File: src/rtl/vram1_access_arbiter.sv
`timescale 1ns/1ps
// -----------------------------------------------------------------------------
// vram1_access_arbiter
//
// Shares the 4Kx16 VRAM1 array (two 4Kx8 SRAM halves) between the video fetch
// engine and the 68000 CPU bus. Video wins by default. A starvation counter
// forces a CPU access after CPU_STARVE_LIMIT consecutive video grants that were
// made while the CPU was waiting.
//
// SRAM timing: a strobe sampled low at edge E reads or writes at E, and read
// data is valid on i_RAM_DOUT after E. Every access therefore takes two cycles
// with the strobe low for exactly one of them, plus one cycle to capture or
// acknowledge.
//
// Ports
//   i_MCLK, i_RST_n        clock (rising edge), asynchronous active-low reset
//   i_VID_REQ/i_VID_ADDR   video read request (level) and word address
//   o_VID_ACK              1-cycle pulse: video address taken
//   o_VID_DOUT/o_VID_VALID video read data (held) and 1-cycle update pulse
//   i_CPU_REQ ... i_CPU_DIN CPU access request (level, held until DTACK),
//                          address, direction, byte strobes, write data
//   o_CPU_DOUT             CPU read data, held until the next CPU read
//   o_CPU_DTACK_n          data acknowledge, low until the CPU drops REQ
//   o_RAM_*                SRAM address, write data, strobes (all registered)
//   i_RAM_DOUT             SRAM read data {high half, low half}
// -----------------------------------------------------------------------------
module vram1_access_arbiter #(
  parameter int CPU_STARVE_LIMIT = 8
) (
  input  logic        i_MCLK,
  input  logic        i_RST_n,
  input  logic        i_VID_REQ,
  input  logic [11:0] i_VID_ADDR,
  output logic        o_VID_ACK,
  output logic [15:0] o_VID_DOUT,
  output logic        o_VID_VALID,
  input  logic        i_CPU_REQ,
  input  logic [11:0] i_CPU_ADDR,
  input  logic        i_CPU_WE,
  input  logic        i_CPU_UDS_n,
  input  logic        i_CPU_LDS_n,
  input  logic [15:0] i_CPU_DIN,
  output logic [15:0] o_CPU_DOUT,
  output logic        o_CPU_DTACK_n,
  output logic [11:0] o_RAM_ADDR,
  output logic [15:0] o_RAM_DIN,
  output logic        o_RAM_WRH_n,
  output logic        o_RAM_WRL_n,
  output logic        o_RAM_RD_n,
  input  logic [15:0] i_RAM_DOUT
);

  localparam logic [3:0] STARVE_LIMIT = 4'(CPU_STARVE_LIMIT);

  typedef enum logic [2:0] {
    S_IDLE,
    S_VID_RD,
    S_VID_CAP,
    S_CPU_RD,
    S_CPU_CAP,
    S_CPU_WR
  } state_t;

  state_t      state_q, state_d;
  logic [3:0]  starve_q, starve_d;
  logic        cpu_done_q, cpu_done_d;
  logic [11:0] ram_addr_q, ram_addr_d;
  logic [15:0] ram_din_q, ram_din_d;
  logic        rd_n_q, rd_n_d;
  logic        wrh_n_q, wrh_n_d;
  logic        wrl_n_q, wrl_n_d;
  logic        vid_ack_q, vid_ack_d;
  logic        vid_valid_q, vid_valid_d;
  logic [15:0] vid_dout_q, vid_dout_d;
  logic [15:0] cpu_dout_q, cpu_dout_d;
  logic        dtack_n_q, dtack_n_d;

  // cpu_done blocks re-service of a REQ that is still held after DTACK; the
  // CPU must drop REQ for at least one edge before it can start again.
  logic cpu_pend;
  assign cpu_pend = i_CPU_REQ & ~cpu_done_q;

  always_comb begin
    state_d     = state_q;
    starve_d    = starve_q;
    cpu_done_d  = cpu_done_q;
    ram_addr_d  = ram_addr_q;
    ram_din_d   = ram_din_q;
    rd_n_d      = rd_n_q;
    wrh_n_d     = wrh_n_q;
    wrl_n_d     = wrl_n_q;
    vid_ack_d   = 1'b0;
    vid_valid_d = 1'b0;
    vid_dout_d  = vid_dout_q;
    cpu_dout_d  = cpu_dout_q;
    dtack_n_d   = dtack_n_q;

    // DTACK release runs independently of the access sequencer, so video
    // traffic does not delay the CPU seeing its acknowledge drop.
    if (cpu_done_q && !i_CPU_REQ) begin
      dtack_n_d  = 1'b1;
      cpu_done_d = 1'b0;
    end

    case (state_q)
      S_IDLE: begin
        if (!cpu_pend) begin
          starve_d = '0;
        end
        if (cpu_pend && ((starve_q == STARVE_LIMIT) || !i_VID_REQ)) begin
          starve_d   = '0;
          ram_addr_d = i_CPU_ADDR;
          if (i_CPU_WE) begin
            // Byte strobes map straight onto the half write strobes; with
            // both inactive the cycle still runs and DTACK is still given.
            ram_din_d = i_CPU_DIN;
            wrh_n_d   = i_CPU_UDS_n;
            wrl_n_d   = i_CPU_LDS_n;
            state_d   = S_CPU_WR;
          end else begin
            rd_n_d  = 1'b0;
            state_d = S_CPU_RD;
          end
        end else if (i_VID_REQ) begin
          ram_addr_d = i_VID_ADDR;
          rd_n_d     = 1'b0;
          vid_ack_d  = 1'b1;
          state_d    = S_VID_RD;
          if (cpu_pend && (starve_q != STARVE_LIMIT)) begin
            starve_d = starve_q + 4'd1;
          end
        end
      end
      S_VID_RD: begin
        rd_n_d  = 1'b1;
        state_d = S_VID_CAP;
      end
      S_VID_CAP: begin
        vid_dout_d  = i_RAM_DOUT;
        vid_valid_d = 1'b1;
        state_d     = S_IDLE;
      end
      S_CPU_RD: begin
        rd_n_d  = 1'b1;
        state_d = S_CPU_CAP;
      end
      S_CPU_CAP: begin
        // Full word is returned regardless of byte strobes; the 68000 picks
        // the byte lanes it asked for.
        cpu_dout_d = i_RAM_DOUT;
        dtack_n_d  = 1'b0;
        cpu_done_d = 1'b1;
        state_d    = S_IDLE;
      end
      S_CPU_WR: begin
        wrh_n_d    = 1'b1;
        wrl_n_d    = 1'b1;
        dtack_n_d  = 1'b0;
        cpu_done_d = 1'b1;
        state_d    = S_IDLE;
      end
      default: begin
        state_d = S_IDLE;
      end
    endcase
  end

  // Reset aborts any access in flight; nothing is retried and no VALID or
  // DTACK is produced for the aborted cycle.
  always_ff @(posedge i_MCLK or negedge i_RST_n) begin
    if (!i_RST_n) begin
      state_q     <= S_IDLE;
      starve_q    <= '0;
      cpu_done_q  <= 1'b0;
      ram_addr_q  <= '0;
      ram_din_q   <= '0;
      rd_n_q      <= 1'b1;
      wrh_n_q     <= 1'b1;
      wrl_n_q     <= 1'b1;
      vid_ack_q   <= 1'b0;
      vid_valid_q <= 1'b0;
      vid_dout_q  <= '0;
      cpu_dout_q  <= '0;
      dtack_n_q   <= 1'b1;
    end else begin
      state_q     <= state_d;
      starve_q    <= starve_d;
      cpu_done_q  <= cpu_done_d;
      ram_addr_q  <= ram_addr_d;
      ram_din_q   <= ram_din_d;
      rd_n_q      <= rd_n_d;
      wrh_n_q     <= wrh_n_d;
      wrl_n_q     <= wrl_n_d;
      vid_ack_q   <= vid_ack_d;
      vid_valid_q <= vid_valid_d;
      vid_dout_q  <= vid_dout_d;
      cpu_dout_q  <= cpu_dout_d;
      dtack_n_q   <= dtack_n_d;
    end
  end

  assign o_VID_ACK     = vid_ack_q;
  assign o_VID_DOUT    = vid_dout_q;
  assign o_VID_VALID   = vid_valid_q;
  assign o_CPU_DOUT    = cpu_dout_q;
  assign o_CPU_DTACK_n = dtack_n_q;
  assign o_RAM_ADDR    = ram_addr_q;
  assign o_RAM_DIN     = ram_din_q;
  assign o_RAM_WRH_n   = wrh_n_q;
  assign o_RAM_WRL_n   = wrl_n_q;
  assign o_RAM_RD_n    = rd_n_q;

endmodule

File: config.mk
export PLATFORM = sky130hd
export DESIGN_NAME = vram1_access_arbiter
export DESIGN_NICKNAME = d
export VERILOG_FILES = /design/src/rtl/vram1_access_arbiter.sv
export SDC_FILE = /design/constraint.sdc
export NUM_CORES = 1
export LEC_CHECK = 0
export ABC_CLOCK_PERIOD_IN_PS = 1600
export BUFFER_PORTS_ARGS = -buffer_cell sky130_fd_sc_hd__buf_2
export CORE_ASPECT_RATIO = 1.25
export CORE_UTILIZATION = 45
export CTS_BUF_LIST = sky130_fd_sc_hd__clkbuf_8
export CTS_CLUSTER_DIAMETER = 40
export CTS_CLUSTER_SIZE = 30
export DETAILED_ROUTE_END_ITERATION = 10
export PLACE_DENSITY = 0.78
export SLEW_MARGIN = 10
export SYNTH_ARGS = -nofsm -noshare
export SYNTH_HDL_FRONTEND = slang
export SYNTH_SLANG_ARGS = --single-unit
export TNS_END_PERCENT = 50
File: constraint.sdc
create_clock -name i_MCLK -period 1.6 [get_ports i_MCLK]
set_input_delay 0.32 -clock i_MCLK [delete_from_list [all_inputs] [get_ports i_MCLK]]
set_output_delay 0.32 -clock i_MCLK [all_outputs]
set_load 0.01 [all_outputs]
==> impl_metrics.json, run 1 <==
{
  "antenna_found_initial": 0,
  "wl_per_cell_um": 15.1,
  "dr.pass1.iters": 4,
  "regToRegStartpoint": "starve_q[1]",
  "fillers": 548,
  "cp_data_required_time_ns": 1.84,
  "worst_hold_slack_ns": 0.190,
  "drtIter0Drc": 91,
  "cp_max_fo": 5,
  "syn_area_per_cell_sq_um": 13.7,
  "ys.warnings.count": 0,
  "grt_first_pass_wirelength_um": 11300,
  "io_pins": 129,
  "io_buffers": 128,
  "synth-seq-area-share_pct": 57.3,
  "first_global_vias": 2451,
  "vias": 2549,
  "fin_crit_ns": 1.72,
  "max-cap-violations": 0,
  "area_growth_syn_to_layout_pct": 38.8,
  "fin_ws_ns": -0.117,
  "route.detailed.drc": 0,
  "status": "complete, but fails checks",
  "synth_ff_type": "dfrtp_1",
  "finalNonFillerCells": 484,
  "clkTransAtPathRegs_ns": 0.08,
  "grt_max_degree": 30,
  "cts_buffers": 9,
  "finalHoldViolCount": 0,
  "worstHoldStart": "i_CPU_LDS_n",
  "synthArstFlopShare_pct": 100,
  "hp-class": "in2reg",
  "finalMaxSlewViolations": 0,
  "overflow": 0,
  "pre_cts_ws_ns": -0.0879,
  "start_kind": "flop",
  "tightest_slew_ns": 0.499,
  "core_area_sq_um": 6980,
  "clock-sinks": 74,
  "hold_path_end": "o_RAM_WRL_n",
  "rows": 34,
  "drive_gt1_share_pct": 58.9,
  "reg2reg_slack_ns": -0.12,
  "slew_headroom_pct": 66.8,
  "period_share_pct": 107,
  "avgViaCountPerCell": 5.27,
  "cts_tree": "built",
  "antenna_left": 0,
  "synth_edf_count": 0,
  "crit_type": "reg2reg",
  "root_buffer": "clkbuf_8",
  "drt_wl_total_um": 7330,
  "leakage_nw": 2.21,
  "place_inst": 460,
  "start_util_pct": 46.4,
  "diodes": 0,
  "track_usage_pct": 19.3,
  "powerDensity_nw_per_um2": 1890,
  "multiInputGateArea_sq_um": 1230,
  "die_area_sq_um": 7540,
  "dieWidth_um": 77.9,
  "synth_area_sq_um": 3240,
  "ir_drop_mv": 1.07,
  "setup_viol": 21,
  "clock_skew_ns": 0.0160,
  "rsz0062_at_grt": "yes",
  "timing.rr.end": "o_RAM_DIN[9]",
  "cp.arrival_ns": 1.95,
  "place.gp.congestion": 0.741,
  "clock.fmax_mhz": 582,
  "final_common_cell": "buf_2",
  "die_y_um": 96.8,
  "post_synth_inst_count": 236,
  "fin_tns_setup_ns": -1.52,
  "holdPathStages": 3,
  "layout.nets": 454,
  "h-tree-depth": 3,
  "rr_worst_depth": 6,
  "mostFrequentLayoutCells": "127 x buf_2, 70 x dfrtp_1, 28 x mux2_2, 24 x o2111ai_1, 21 x buf_4",
  "synth_fp_nets": 301,
  "end_kind": "flop",
  "register_area_sq_um": 1860,
  "worstSkewPairLatency_ns": 0.35,
  "ys_ff_latch": 74,
  "clockBufferDepth": 2,
  "violations": "setup timing",
  "hpwl_um": 5150,
  "yosysUniqueCellTypes": 38
}
==> worst max-delay path: stages (launching register included) <==
cell       delay, ns
dfrtp_1         0.39
inv_2           0.09
ha_4            0.13
and3b_1         0.17
o2111a_2        0.33
clkbuf_16       0.20
mux2_4          0.30
==> layer usage <==
layer,GRT usage [%],share of wire [%],up-vias
met5,0,0,-
met4,9.43,2.0,0
met3,3.68,5.7,12
met2,32.7,50,107
met1,23.1,42,1249
li1,-,-,1181
==> through the flow <==
| step | utilization [%] | instance area (sq um) | power, mW |
|---|---|---|---|
| 2_1_floorplan | - | 3250 | 5.41 |
| 3_3_place_gp | 59.6 | 4160 | 6.82 |
| 3_5_place_dp | 59.6 | 4160 | 6.96 |
| 4_1_cts | 62.7 | 4370 | 8.45 |
| 5_1_grt | 64.4 | 4490 | 9.02 |
| 6_report | 64.4 | 4490 | 8.51 |
==> cells by family after synthesis <==
group	Yosys count	synth area share (%)
adders and majority gates	2	0.773
buffers and inverters	38	5.60
DFF	74	57.3
AOI/OAI and AO/OA	54	13.3
and+or+nand+nor	18	3.83
muxes	50	19.2
==> registers in the layout (all words and copies together) (netlist names) <==
name and flops:
state_q 3, o_RAM_WRH_n 1, o_RAM_ADDR 12, o_VID_ACK 1
o_RAM_WRL_n 1, o_RAM_RD_n 1, o_CPU_DOUT 16, o_VID_DOUT 16
o_CPU_DTACK_n 1, o_VID_VALID 1, o_RAM_DIN 16, starve_q 4
cpu_done_q 1
==> synth_stat cells, types with 4 or more instances <==
cell | number | share of area (%)
o2111ai_1 | 24 | 6.5
mux2_1 | 4 | 1.4
mux2_4 | 16 | 7.4
dfrtp_1 | 70 | 54
clkbuf_1 | 7 | 0.81
a21o_1 | 4 | 0.93
o211ai_1 | 12 | 2.8
inv_1 | 19 | 2.2
dfstp_2 | 4 | 3.2
mux2_2 | 28 | 9.7
buf_2 | 7 | 1.1
==> power by group <==
part | total (mW) | switching [mW] | leakage, nW | internal [mW]
Combinational | 3.75 | 1.76 | 1.20 | 1.99
Sequential | 3.29 | 0.486 | 0.898 | 2.81
Clock | 1.48 | 0.676 | 0.107 | 0.800
==> worst max-delay path by stage <==
stage                startpoint      endpoint  slack, ns
finish              starve_q[1]  o_RAM_DIN[9]      -0.12
global route        starve_q[1]  o_RAM_DIN[9]      -0.18
CTS                 starve_q[0]  o_RAM_DIN[8]      -0.09
detailed placement  starve_q[0]  o_RAM_DIN[5]      -0.09
global placement    starve_q[1]  o_RAM_DIN[4]      -0.05
floorplan           starve_q[0]  o_RAM_DIN[0]      -0.12
==> what timing repair did <==
action / in CTS / in global routing
hold buffers: 1 / 0
cloned: 0 / 3
hold endpoints to repair: 23 / 0
resized for setup: 0 / 9
endpoints found under the setup margin: 32 / 35
setup buffers: 0 / 4
pin swaps: 0 / 2
==> cell type report <==
type / count / area share, %
well taps: 90 / 2.51
flip-flops and latches: 74 / 41.3
inverters: 19 / 1.59
repair buffers: 161 / 22.7
multi-input cells: 124 / 27.3
clock inverters: 5 / 1.23
clock buffers: 11 / 3.37
Power figures use the tool's default switching activity.
==> inputs of run 2 (changes only) <==
ABC_AREA = 1   (was default)
CORE_UTILIZATION = 46   (was 45)
PLACE_DENSITY = 0.79   (was 0.78)
==> impl_metrics.json, run 2 <==
{
  "rsz0062_at_grt": "no",
  "synthTopCellsByArea": "dfrtp_1 51%, nand2_1 9.4%, inv_1 9.1%, o21ai_2 7.9%, nand3_1 3.9%",
  "rr_worst_depth": 8,
  "cpPeakStageDelay_ns": 0.42,
  "cp_data_required_time_ns": 1.83,
  "setup_viol": 0,
  "io_buffers": 128,
  "crit_family": "simple AND/OR/NAND/NOR gates",
  "clock.fmax_mhz": 657,
  "antenna_found_initial": 0,
  "synth-xor-area-share_pct": 0,
  "yosysTopAreaCell": "dfrtp_1",
  "finalMaxSlewViolations": 0,
  "clock_skew_ns": 0.0104,
  "h-tree-depth": 3,
  "leakage_nw": 2.54,
  "die_y_um": 98.5,
  "grt_max_degree": 35,
  "max-cap-violations": 0,
  "cp_max_fo": 34,
  "synth_top_family_by_area": "simple AND/OR/NAND/NOR gates",
  "reg2reg_slack_ns": 0.08,
  "layout.nets": 577,
  "rows": 34,
  "first_global_vias": 2690,
  "io_pins": 129,
  "start_util_pct": 48.2,
  "synth-seq-area-share_pct": 54.2,
  "area_growth_syn_to_layout_pct": 28.2,
  "timing.rr.end": "o_RAM_DIN[5]",
  "hold_path_end": "o_RAM_DIN[11]",
  "ys_ff_latch": 74,
  "diodes": 0,
  "muxShareOfSynthArea_pct": 0,
  "antenna_left": 0,
  "synth_compound_area_share_pct": 13.5,
  "ir_drop_mv": 0.816,
  "syn_area_per_cell_sq_um": 9.11,
  "fin_tns_setup_ns": 0,
  "hpwl_um": 5260,
  "yosysMostFrequentCell": "nand2_1",
  "synth_edf_count": 0,
  "crit_slowest_cell": "dfrtp_1",
  "wl_per_cell_um": 11.6,
  "synth_area_sq_um": 3430,
  "end_kind": "flop",
  "synth_simple_gate_area_share_pct": 18.5,
  "clock-sinks": 74,
  "synth_top_area_share_pct": 51.1,
  "cts_buffers": 9,
  "mostFrequentLayoutCells": "127 x buf_2, 86 x nand2_1, 84 x inv_1, 70 x dfrtp_1, 31 x o21ai_2",
  "cts_tree": "built",
  "synthArstFlopShare_pct": 100,
  "holdPathStages": 3,
  "drive_gt1_share_pct": 39.8,
  "track_usage_pct": 19.1,
  "drt_wl_total_um": 7040,
  "finalHoldViolCount": 0,
  "yosys.area_share.adder_pct": 0.730,
  "period_share_pct": 95.1,
  "synth_common_cells": "86 x nand2_1, 83 x inv_1, 70 x dfrtp_1",
  "regToRegStartpoint": "starve_q[0]",
  "worstHoldStart": "i_CPU_DIN[11]",
  "tightest_slew_ns": 0.396,
  "hp-class": "in2reg",
  "yosysUniqueCellTypes": 25,
  "synth_fp_nets": 441,
  "dr.pass1.iters": 4,
  "dieWidth_um": 79.2,
  "start_kind": "flop",
  "crit_type": "reg2reg",
  "drtIter0Drc": 89,
  "overflow": 0,
  "worstSkewPairLatency_ns": 0.34,
  "crit_chain": "inv_1 > ha_1 > nand3_1 > nand2_2 > nand3_4 > buf_12 > nand2_1 > o21ai_2",
  "clockBufferDepth": 2,
  "place.gp.congestion": 0.899,
  "final_common_cell": "buf_2",
  "ys.warnings.count": 0,
  "avgViaCountPerCell": 4.64,
  "slew_headroom_pct": 73.6,
  "synth_ff_type": "dfrtp_1",
  "grt_first_pass_wirelength_um": 11700,
  "core_area_sq_um": 7100,
  "fin_crit_ns": 1.52,
  "die_area_sq_um": 7800,
  "vias": 2814,
  "cp.arrival_ns": 1.75,
  "total_power_mw": 8.22,
  "powerDensity_nw_per_um2": 1870,
  "post_synth_inst_count": 376,
  "status": "completed",
  "clkTransAtPathRegs_ns": 0.08,
  "root_buffer": "clkbuf_8",
  "route.detailed.drc": 0,
  "critical_path_buf_inv_count": 2
}
run 2: cell families after synthesis:
group	count (synthesis)
adders and majority gates	2
AOI/OAI and AO/OA	67
and+or+nand+nor	134
DFF	74
buffers and inverters	99
run 2: how the worst max path moves through the flow:
stage / endpoint / depth (start not counted) / slack (ns) / start
floorplan: o_RAM_ADDR[2] / 8 / 0.23 / starve_q[0]
global placement: o_RAM_ADDR[11] / 8 / 0.19 / starve_q[0]
detailed placement: o_RAM_ADDR[2] / 8 / 0.1 / starve_q[0]
CTS: o_RAM_ADDR[0] / 8 / 0.09 / starve_q[0]
global route: o_RAM_DIN[0] / 8 / 0.006 / starve_q[0]
finish: o_RAM_DIN[5] / 8 / 0.08 / starve_q[0]
run 2: timing repair:
action | in CTS | in global routing
endpoints found under the setup margin | 0 | 11
buffers inserted | 0 | 1
hold buffers | 1 | 0
gates resized for setup | 0 | 2
endpoints found under the hold margin | 22 | 0
run 2: where the power goes:
part	switching, mW	total [mW]	internal (mW)
logic	2.07	3.54	1.47
clock network	0.688	1.41	0.720
registers	0.482	3.27	2.79
total	3.24	8.22	4.98
run 2: worst reg2reg max path: stages, from the launching register on:
cell	delay (ns)
dfrtp_1	0.42
inv_1	0.11
ha_1	0.15
nand3_1	0.12
nand2_2	0.18
nand3_4	0.11
buf_12	0.18
nand2_1	0.09
o21ai_2	0.05
run 2: area by class of cell:
type / instances / area [sq um]
Inverter: 85 / 319
Sequential cell: 74 / 1860
Timing Repair Buffer: 139 / 782
Fill cell: 583 / 2710
Clock buffer: 9 / 124
Multi-Input combinational cell: 203 / 1130
Clock inverter: 7 / 71.3
Tap cell: 90 / 113
run 2: metrics by stage:
step	cells	hold slack (ns)	setup slack (ns)	utilization, %	instance area, sq um
floorplan	376	0.0244	0.226	-	3430
global placement	589	0.276	0.191	58.7	4170
detailed placement	589	0.282	0.0981	58.7	4170
CTS	606	0.198	0.0881	61.6	4380
global route	607	0.202	0.00603	61.8	4390
finish	607	0.212	0.0786	61.8	4390
run 2: metal layers:
layer / wire [um] / global-route usage (%) / vias up
li1: - / - / 1423
met2: 3380 / 32.4 / 119
met5: 0 / 0 / -
met3: 543 / 4.91 / 8
met4: 67 / 7.69 / 0
met1: 3050 / 22.9 / 1264
